`src/rtl/mem_pkg.sv`:
```
// mem_pkg: shared types and default sizes for the MEM-stage store buffer
package mem_pkg;
    localparam int MEM_AW   = 32;
    localparam int MEM_DW   = 32;
    localparam int SB_DEPTH = 4;

    typedef logic [MEM_AW-3:0] waddr_t;

    typedef struct packed {
        logic              valid;
        waddr_t            waddr;
        logic [MEM_DW-1:0] data;
    } entry_t;
endpackage

```
`src/rtl/sb_match.sv`:
```
// sb_match: parallel word-address compare against every valid buffer entry
module sb_match
    import mem_pkg::*;
#(
    parameter int DEPTH = SB_DEPTH
) (
    input  entry_t                     ents [DEPTH],
    input  waddr_t                     waddr,
    output logic                       hit,
    output logic [DEPTH-1:0]           onehot,
    output logic [$clog2(DEPTH)-1:0]   idx
);
    localparam int PW = $clog2(DEPTH);

    // Coalescing keeps matches unique, so OR-encoding the one-hot vector is exact
    always_comb begin
        onehot = '0;
        idx    = '0;
        for (int i = 0; i < DEPTH; i++) begin
            onehot[i] = ents[i].valid && (ents[i].waddr == waddr);
            idx       = onehot[i] ? (idx | PW'(i)) : idx;
        end
        hit = |onehot;
    end
endmodule

```
`src/rtl/store_buffer.sv`:
```
// store_buffer: write-combining store FIFO that forwards to loads and drains on idle memory cycles
module store_buffer
    import mem_pkg::*;
#(
    parameter int DEPTH = SB_DEPTH,
    parameter int AW    = MEM_AW,
    parameter int DW    = MEM_DW
) (
    input  logic          CLK,
    input  logic          Reset,
    input  logic          StoreReq,
    input  logic          LoadReq,
    input  logic [AW-1:0] Addr,
    input  logic [DW-1:0] WData,
    output logic [DW-1:0] LoadData,
    output logic          Stall,
    output logic          Empty,
    output logic          MemWE,
    output logic [AW-1:0] MemA,
    output logic [DW-1:0] MemWD,
    input  logic [DW-1:0] MemRD
);
    localparam int PW = $clog2(DEPTH);
    localparam int CW = PW + 1;

    entry_t          ents [DEPTH];
    logic [PW-1:0]   head, tail, idx;
    logic [CW-1:0]   count;
    logic [DEPTH-1:0] onehot;
    logic            hit, full, store_ok, acc_hit, acc_new, drain;
    waddr_t          waddr;
    logic            addr_lo_unused;

    assign waddr          = Addr[AW-1:2];
    assign addr_lo_unused = ^Addr[1:0];

    sb_match #(.DEPTH(DEPTH)) u_match (
        .ents   (ents),
        .waddr  (waddr),
        .hit    (hit),
        .onehot (onehot),
        .idx    (idx)
    );

    // Arbitration: a load owns the port; an accepted store keeps it busy; otherwise drain the head
    always_comb begin
        full     = count == CW'(DEPTH);
        Empty    = count == '0;
        store_ok = StoreReq && !LoadReq;
        Stall    = store_ok && !hit && full;
        acc_hit  = store_ok && hit;
        acc_new  = store_ok && !hit && !full;
        drain    = !LoadReq && !acc_hit && !acc_new && !Empty;
        MemWE    = drain;
        MemA     = drain ? {ents[head].waddr, 2'b00} : Addr;
        MemWD    = drain ? ents[head].data : '0;
        LoadData = hit ? ents[idx].data : MemRD;
    end

    // FIFO state: coalesce on hit, append on miss, retire the head when it drains
    always_ff @(posedge CLK or posedge Reset) begin
        if (Reset) begin
            head  <= '0;
            tail  <= '0;
            count <= '0;
            for (int i = 0; i < DEPTH; i++) ents[i] <= '0;
        end else begin
            if (acc_hit) ents[idx].data <= WData;
            if (acc_new) begin
                ents[tail] <= '{valid: 1'b1, waddr: waddr, data: WData};
                tail       <= tail + PW'(1);
                count      <= count + CW'(1);
            end
            if (drain) begin
                ents[head].valid <= 1'b0;
                head             <= head + PW'(1);
                count            <= count - CW'(1);
            end
        end
    end
endmodule
```
`config.mk`:
```
export PLATFORM = sky130hd
export DESIGN_NAME = store_buffer
export DESIGN_NICKNAME = d
export VERILOG_FILES = /design/src/rtl/mem_pkg.sv /design/src/rtl/sb_match.sv /design/src/rtl/store_buffer.sv
export SDC_FILE = /design/constraint.sdc
export NUM_CORES = 1
export LEC_CHECK = 0
export CORE_ASPECT_RATIO = 0.9
export CORE_MARGIN = 2
export CORE_UTILIZATION = 56
export DETAILED_ROUTE_END_ITERATION = 7
export PLACE_DENSITY_LB_ADDON = 0.25
export REMOVE_ABC_BUFFERS = 1
export SLEW_MARGIN = 20
export SYNTH_ARGS = -nofsm -noshare
export SYNTH_HDL_FRONTEND = slang
export SYNTH_SLANG_ARGS = --single-unit
```
`constraint.sdc`:
```
create_clock -name CLK -period 10 [get_ports CLK]
set_input_delay 2 -clock CLK [delete_from_list [all_inputs] [get_ports CLK]]
set_output_delay 2 -clock CLK [all_outputs]
set_load 0.01 [all_outputs]
```
Yosys cells after proc, flatten, opt, wreduce, memory -nomap -nowiden

Cells that the tools add are included.

Add/subtract/negate cells: 4
$lt $le $gt $ge: 6
Equal/unequal tests: 5
Multiplexer cells: 26
Bitwise operators: 3
Reduce and logical (&&, ||, !) cells: 24

Operator list:

| operator              | number |
|---|---|
| $bwmux W252           | 3 |
| $mux W252             | 3 |
| $demux W63 S2         | 3 |
| $bmux W63 S2          | 2 |
| $mux W32              | 6 |
| $mux W63              | 2 |
| $mux W62              | 2 |
| $eq A30 B30 Y1        | 4 |
| $logic_and A1 B1 Y1   | 15 |
| $ge A3 B3 Y1 const B  | 3 |
| $lt A3 B1 Y1 const B  | 3 |
| $not A2 Y3            | 3 |
| $logic_not A1 Y1      | 6 |
| $mux W3               | 2 |
| $add A2 B1 Y2 const B | 2 |
| $mux W2               | 2 |
| $reduce_or A4 Y1      | 1 |
| $add A3 B1 Y3 const B | 1 |
| $eq A3 B3 Y1 const B  | 1 |
| $logic_not A3 Y1      | 1 |
| $sub A3 B1 Y3 const B | 1 |
| $reduce_bool A2 Y1    | 1 |
| $mux W1               | 1 |

Register bits after elaboration: 259
Logic and storage cells: 83

Logic depth before layout (Yosys ltp)

Gate-level depths: netlist of run 1.

Depth after elaboration: 16
Depth in mapped cells: 13
Gate-level depth less buffers: 12

Cells and area by module

A second synthesis of run 1 with hierarchy kept.

Cell total of the unflattened synthesis: 986
Area, all modules: 14535.2 um2

Modules (own cells, without submodules):

| module       | times used | cells each | area each (um2) | sequential area each (um2) |
|---|---|---|---|---|
| store_buffer | 1          | 816        | 13166.4         | 6481.2 |
| sb_match     | 1          | 170        | 1368.8          | 0.0 |

Worst setup path before layout of run 1

Ideal clock, no wire load.

Kind: input port to output port
From: in Addr[20]
To: out LoadData[27]
Arrival time: 3.993 ns
Data required time: 8.000 ns
Slack: 4.007 ns
Stages: 12
Path buffers: 4
Path through: buf_2 -> xnor2_1 -> nand4_1 -> nor4_1 -> nand4_1 -> buf_2 -> and3b_1 -> buf_2 -> buf_2 -> a22oi_1 -> o21ai_1 -> mux2_2

Longest elaborated chain between the ends: 10
Elaborated cells between the ends (all ways): 17

RTL lines:

| what                                        | RTL line           | source |
|---|---|---|
| from (decl)                                 | store_buffer.sv:13 | `input logic [AW-1:0] Addr,` |
| $eq A30 B30 Y1                              | sb_match.sv:20     | `onehot[i] = ents[i].valid && (ents[i].waddr == waddr);` |
| $logic_and A1 B1 Y1                         | sb_match.sv:20     |  |
| $mux W1                                     | sb_match.sv:21     | `idx = onehot[i] ? (idx \| PW'(i)) : idx;` |
| $mux W2 (2 in a row)                        | sb_match.sv:21     |  |
| $not A2 Y3 (not written as such)            | store_buffer.sv:57 | `LoadData = hit ? ents[idx].data : MemRD;` |
| $bmux W63 S2                                | store_buffer.sv:57 |  |
| $mux W32 (not written as such) (2 in a row) | store_buffer.sv:57 |  |
| $mux W32 *                                  | store_buffer.sv:57 |  |
| to (decl)                                   | store_buffer.sv:15 | `output logic [DW-1:0] LoadData,` |

Every way passes the cells marked *; elsewhere a longest branch is shown, timed or not. The select of a mux whose other input is x is not followed.

Worst setup path after layout of run 1

From: in Addr[27]
To: out MemA[13]

Longest elaborated chain between the ends: 10
Elaborated cells between the ends (all ways): 19

RTL lines:

| what                               | RTL line           | source |
|---|---|---|
| $eq A30 B30 Y1                     | sb_match.sv:20     |  |
| $logic_and A1 B1 Y1                | sb_match.sv:20     |  |
| $reduce_or A4 Y1 *                 | sb_match.sv:23     | `hit = \|onehot;` |
| $logic_not A1 Y1                   | store_buffer.sv:52 | `acc_new = store_ok && !hit && !full;` |
| $logic_and A1 B1 Y1 (2 in a row)   | store_buffer.sv:52 |  |
| $logic_not A1 Y1                   | store_buffer.sv:53 | `drain = !LoadReq && !acc_hit && !acc_new && !Empty;` |
| $logic_and A1 B1 Y1 * (2 in a row) | store_buffer.sv:53 |  |
| $mux W32 *                         | store_buffer.sv:55 | `MemA = drain ? {ents[head].waddr, 2'b00} : Addr;` |
| to (decl)                          | store_buffer.sv:19 | `output logic [AW-1:0] MemA,` |

Every way passes the cells marked *; elsewhere a longest branch is shown, timed or not.

==> results of run 1 <==
[per-stage QoR]
step | std cells | total power [mW] | area (um^2) | util (%) | setup WS [ns]
3_3_place_gp | 1571 | 4.07 | 16700 | 64.3 | 2.09
5_1_grt | 1615 | 5.38 | 17500 | 67.4 | 1.73
2_1_floorplan | 1010 | 3.43 | 14100 | - | 0.873
4_1_cts | 1615 | 5.12 | 17500 | 67.4 | 1.98
3_5_place_dp | 1571 | 4.14 | 16700 | 64.3 | 2.01
6_report | 1615 | 5.09 | 17500 | 67.4 | 2.03
[worst paths after layout]
| check | slack (ns) | endpoint |
|---|---|---|
| setup / recovery | 2.03 | MemA[13] |
| hold / removal | 0.51 | count[2]$_DFFE_PP0P_ |
| setup reg to reg | 5.33 | flop |
| hold reg to reg | 0.51 | count[2]$_DFFE_PP0P_ |
| max in group asynchronous | 6.47 | ents[133]$_DFF_PP0_ |
| min in group asynchronous | 2.08 | async pin |
[final cells by class]
cell class,count,share of cell area [%]
inverters,6,0.172
multi-input cells,745,43.5
clock inverters,3,0.229
clock buffers,41,4.45
flip-flops and latches,259,37.1
repair buffers,213,12.0
well taps,348,2.49
[placed cells by master (no fill, tap or decap), types with 4 or more instances in the layout]
cell type        count
a211o_1             18
xor2_1              39
nand2_1             10
mux4_2              62
nor4_1              13
dfrtp_1            257
mux2i_1             14
nand2_2              4
o21ai_0             13
mux2_1             112
and3_1              33
a2bb2oi_1           18
nor2_1              41
a22oi_1             32
clkbuf_16           27
mux2_2             181
ha_1                 9
inv_1                4
clkbuf_1             9
xnor2_1             86
clkbuf_8             5
clkdlybuf4s50_1    198
buf_4               15
nor3_1               5
a21oi_1              9
nand4_1             24
[cells by family (layout without fill, tap and decap cells)]
logic type | after synthesis | after routing | synth area share (%)
multiplexers | 369 | 369 | 33.0
flip-flops | 259 | 259 | 44.2
AND/OR/NAND/NOR | 143 | 143 | 5.35
XOR/XNOR | 125 | 125 | 7.47
buffers and inverters | 106 | 263 | 4.07
AO/OA/AOI/OAI | 99 | 99 | 5.15
adder cells (fa/ha/maj) | 9 | 9 | 0.768
[cells in the mapped netlist, types with 24 or more instances]
cell type    n  area, um^2
clkbuf_1    28         105
xnor2_1     86         753
nor2_1      42         158
a22oi_1     32         240
buf_2       39         195
and3_1      33         206
mux2_2     181        2040
mux4_2      62        1400
mux2_1     112        1260
dfrtp_1    259        6480
nand4_1     24         150
xor2_1      39         342
[critical path, stage by stage]
cell	delay, ns
clkdlybuf4s50_1	0.68
xnor2_1	0.19
nand4_1	0.17
nor4_1	0.09
nand4_1	0.12
buf_4	0.59
nand4_2	0.21
o21ai_2	0.18
nand2_2	0.10
inv_2	0.67
mux2_2	0.42
clkdlybuf4s50_1	0.48
[power breakdown]
part	total (mW)	switching, mW	leakage, nW	internal, mW
registers	2.09	0.510	3.12	1.58
logic	2.05	0.802	3.80	1.25
clock network	0.952	0.397	0.401	0.555
total	5.09	1.71	7.32	3.38
[per-layer routing]
layer  track usage [%]  share of wire (%)  up-vias
met4              5.56                1.9        2
met5                 0              0.030        -
met1              41.3                 47     5104
met3              4.64                6.1       47
li1                  -                  -     4377
met2              41.2                 45      310
==> run_results.csv, run 1 <==
group,metric,value,unit
outcome,status,"finished clean",
power,ir_drop,0.143,mV
clock_tree,cts_tree,"built",
drt,first_pass_iters,5,
critical_path,endpoint_kind,"primary output",
synthesis,yosysUniqueCellTypes,41,
synthesis,ys.flop_type,"dfrtp_1",
clock_tree,insertion_delay,0.53,ns
timing,fin_tns_setup,0,ns
min_path,hold_path_class,"reg2reg",
drt,wl,37.0,mm
synthesis,syn_area,0.0147,mm^2
clock_tree,postCtsSetupRepairBufs,0,
synthesis,async_flop_share,100,%
grt,grt_pass1_wl,58.0,mm
grt,grt_usage,27.1,%
timing,fin_crit_sh,79.7,%
power,p_leak,7.32,nW
critical_path,setup.worst_path.class,"in2out",
power,power.density,291,mW/mm^2
die,die_width,175,um
grt,grt_max_degree,130,
finish,nFillCells,1887,
finish,regArea,0.00649,mm^2
clock_tree,clock-root-buffer,"clkbuf_16",
clock_tree,ctsResizeCount,0,
drt,ant_nets,0,
grt,grt-ovfl-total,0,
critical_path,reg2reg_depth,10,
timing,finalMaxSlewViolations,0,
placed_design,place_congestion,0.857,
clock_tree,holdBufCountCts,0,
critical_path,arrival,5.97,ns
critical_path,cp_max_fo,56,
timing,setup_viol,0,
timing,clock_skew,0.0130,ns
synthesis,avgSynthCellArea,13.2,um^2
timing,rsz0062_at_grt,"false",
clock_tree,cts-buffers-inserted,27,
finish,antennaDiodeCount,0,
timing,finalCriticalPeriod,7.97,ns
timing,hold_slack,0.506,ns
min_path,hold_path_depth,1,
die,core-area,0.0259,mm^2
critical_path,worst-endpoint-required,8.00,ns
grt,antenna_found_initial,1,
clock_tree,cts.path.max_buffers,3,
drt,wl_per_cell,22.9,um
timing,slew_headroom,36.1,%
clock_tree,cts_sinks,259,
placed_design,dp_hpwl,23.6,mm
synthesis,synth-seq-cells,259,
timing,max_freq,0.126,GHz
critical_path,crit_start,"Addr[27]",
synthesis,synth_cells,1110,
finish,nNetsFinal,1361,
drt,vias,9840,
finish,drive_gt1_share,24.8,%
drt,routed_via_density,6.09,
drt,post-route-drc-count,0,
drt,drt_first_iter_violations,846,
clock_tree,cts.htree.levels,1,
timing,finalHoldViolCount,0,
critical_path,startpoint_type,"input port",
synthesis,synth_edf_count,0,
finish,multiInputGateArea,0.00761,mm^2
die,start_util,56.6,%
min_path,hp-start,"count[2]$_DFFE_PP0P_",
synthesis,yosysWarnings,0,
die,die_h,158,um
clock_tree,clkTransAtPathRegs,0.06,ns
synthesis,yosysSeqAreaShare,44.2,%
die,rows,56,
die,die_area,0.0275,mm^2
finish,area_delta_synth_final,19.2,%
die,io_pins,199,
placed_design,numPortBuffers,198,
grt,grt_pass1_vias,9964,
timing,worst_slew_pin_slew,0.959,ns
flow_run,drv_cap,0,
No activity file was read; power rests on OpenSTA's default activity.
==> run 2: changes to the inputs <==
Settings changed: CORE_UTILIZATION 56 to 51.
Clock period 10 ns to 6.9 ns, I/O delays scaled along.
==> run 2 against run 1 <==
Compared with the run above: setup slack worse by 1.7 ns; cell count up 2.2%; hold slack better by 0.0056 ns; critical path depth down 2; clock skew down 0.0022 ns; count of clock-buffer cells in the layout down 2; wire length up 3.1%; global-route usage down 1.7 points; sequential share of layout area down 0.64 points; first-iteration DRC count up 2.6%; largest cell class unchanged.
==> run_results.csv, run 2 (synthesis gave the netlist of run 1 again) <==
group,metric,value,unit
timing,finalCriticalPeriod,6.59,ns
grt,grt_usage,25.4,%
grt,antenna_found_initial,1,
power,ir_drop,0.231,mV
drt,routed_via_density,6.06,
finish,regArea,0.00649,mm^2
min_path,hold_path_class,"reg2reg",
critical_path,cp_max_fo,16,
critical_path,setup.worst_path.class,"in2out",
clock_tree,insertion_delay,0.53,ns
placed_design,dp.cells,1601,
timing,finalHoldViolCount,0,
min_path,hp-start,"ents[71]$_DFF_PP0_",
timing,max_freq,0.152,GHz
drt,first_pass_iters,8,
grt,grt_pass1_vias,10100,
timing,worst_slew_pin_slew,0.947,ns
clock_tree,clkTransAtPathRegs,0.06,ns
die,die_width,183,um
critical_path,crit_start,"Addr[23]",
flow_run,drv_cap,0,
drt,ant_nets,0,
grt,grt-ovfl-total,0,
drt,vias,10000,
grt,met1_usage,37.5,%
power,p_leak,7.50,nW
critical_path,arrival,5.21,ns
timing,finalMaxSlewViolations,0,
placed_design,numPortBuffers,198,
die,die_area,0.0301,mm^2
die,core-area,0.0281,mm^2
clock_tree,cts-buffers-inserted,27,
die,die_h,165,um
finish,area_delta_synth_final,21.3,%
timing,rsz0062_at_grt,"false",
finish,layout_commonest_cell,"dfrtp_1",
timing,slew_headroom,36.9,%
timing,clock_skew,0.0108,ns
clock_tree,ctsResizeCount,0,
grt,gr-usage-met2,39.7,%
finish,stdcell_count,1651,
finish,nFillCells,2168,
critical_path,endpoint_kind,"primary output",
critical_path,startpoint_type,"input port",
timing,setup_viol,0,
finish,multiInputGateArea,0.00761,mm^2
placed_design,dp_hpwl,24.6,mm
die,io_pins,199,
clock_tree,cts.htree.levels,1,
grt,use_met3,3.70,%
critical_path,regToRegSetupSlack,2.89,ns
clock_tree,clock-root-buffer,"clkbuf_16",
finish,fin_area,0.0178,mm^2
clock_tree,postCtsSetupRepairBufs,0,
drt,wl_per_cell,23.1,um
finish,drive_gt1_share,26.4,%
clock_tree,holdBufCountCts,0,
die,start_util,52.2,%
grt,busiest_layer,"met2",
placed_design,place_congestion,0.819,
finish,nNetsFinal,1379,
drt,post-route-drc-count,0,
clock_tree,cts_tree,"built",
finish,final_cell_mix,"dfrtp_1, clkdlybuf4s50_1, mux2_2",
clock_tree,cts.path.max_buffers,3,
timing,fin_crit_sh,95.5,%
finish,final_core_util,63.3,%
outcome,status,"finished clean",
grt,grt_max_degree,96,
grt,grt_pass1_wl,59.0,mm
power,power.density,422,mW/mm^2
drt,drt_first_iter_violations,868,
critical_path,worst-endpoint-required,5.52,ns
placed_design,post_dp_cell_area,0.0169,mm^2
drt,wl,38.1,mm
die,rows,58,
clock_tree,cts_sinks,259,
[run 2: cell count changes in the layout (fill, tap and decap cells not counted), moves of 2 or more]
cell / delta
buf_4: +13
nand2_1: +2
buf_12: +5
clkinv_2: +6
nand2_2: -2
clkbuf_1: -6
clkbuf_8: +4
[run 2: cell type report]
type	instances	share of cell area [%]
Antenna cell	1	0.0141
Clock buffer	39	4.56
Clock inverter	10	0.563
Inverter	6	0.169
Multi-Input combinational cell	745	42.8
Sequential cell	259	36.5
Tap cell	360	2.53
Timing Repair Buffer	231	12.9
[run 2: final timing paths]
kind	endpoint	cells after the start
max	LoadData[1]	10
min	ents[71]$_DFF_PP0_	1
max reg2reg	flop	11
min reg2reg	ents[71]$_DFF_PP0_	1
max in group asynchronous	async pin	3
min in group asynchronous	async pin	2
[run 2: worst max-delay path: stages]
cell and delay [ns]:
clkdlybuf4s50_1 0.60, xor2_1 0.26, nor4_1 0.65, nand4_1 0.41, o21ai_4 0.68, buf_4 0.29, a22oi_1 0.08, o21ai_0 0.11
mux2_2 0.20, clkdlybuf4s50_1 0.55
[run 2: per-stage QoR]
step           setup TNS, ns  hold slack [ns]  power [mW]  setup WS (ns)
2_1_floorplan        -422.41            0.468        4.97          -1.61
3_3_place_gp               0            0.492        5.96          0.394
3_5_place_dp               0            0.501        6.02          0.382
4_1_cts                    0            0.512        7.54          0.379
5_1_grt                    0            0.527        7.92          0.151
6_report                   0            0.511        7.50          0.307
[run 2: metal layers]
layer  up-vias  routed length [um]
met5         -                   0
met2       327               17700
met3        48                2300
met1      5205               17400
met4         0                 703
li1       4422                   -
[run 2: report_power, final]
| part | total (mW) | internal [mW] | switching, mW |
|---|---|---|---|
| Combinational | 2.94 | 1.82 | 1.12 |
| Sequential | 3.07 | 2.29 | 0.777 |
| Clock | 1.49 | 0.885 | 0.601 |
| Total | 7.50 | 5.00 | 2.50 |
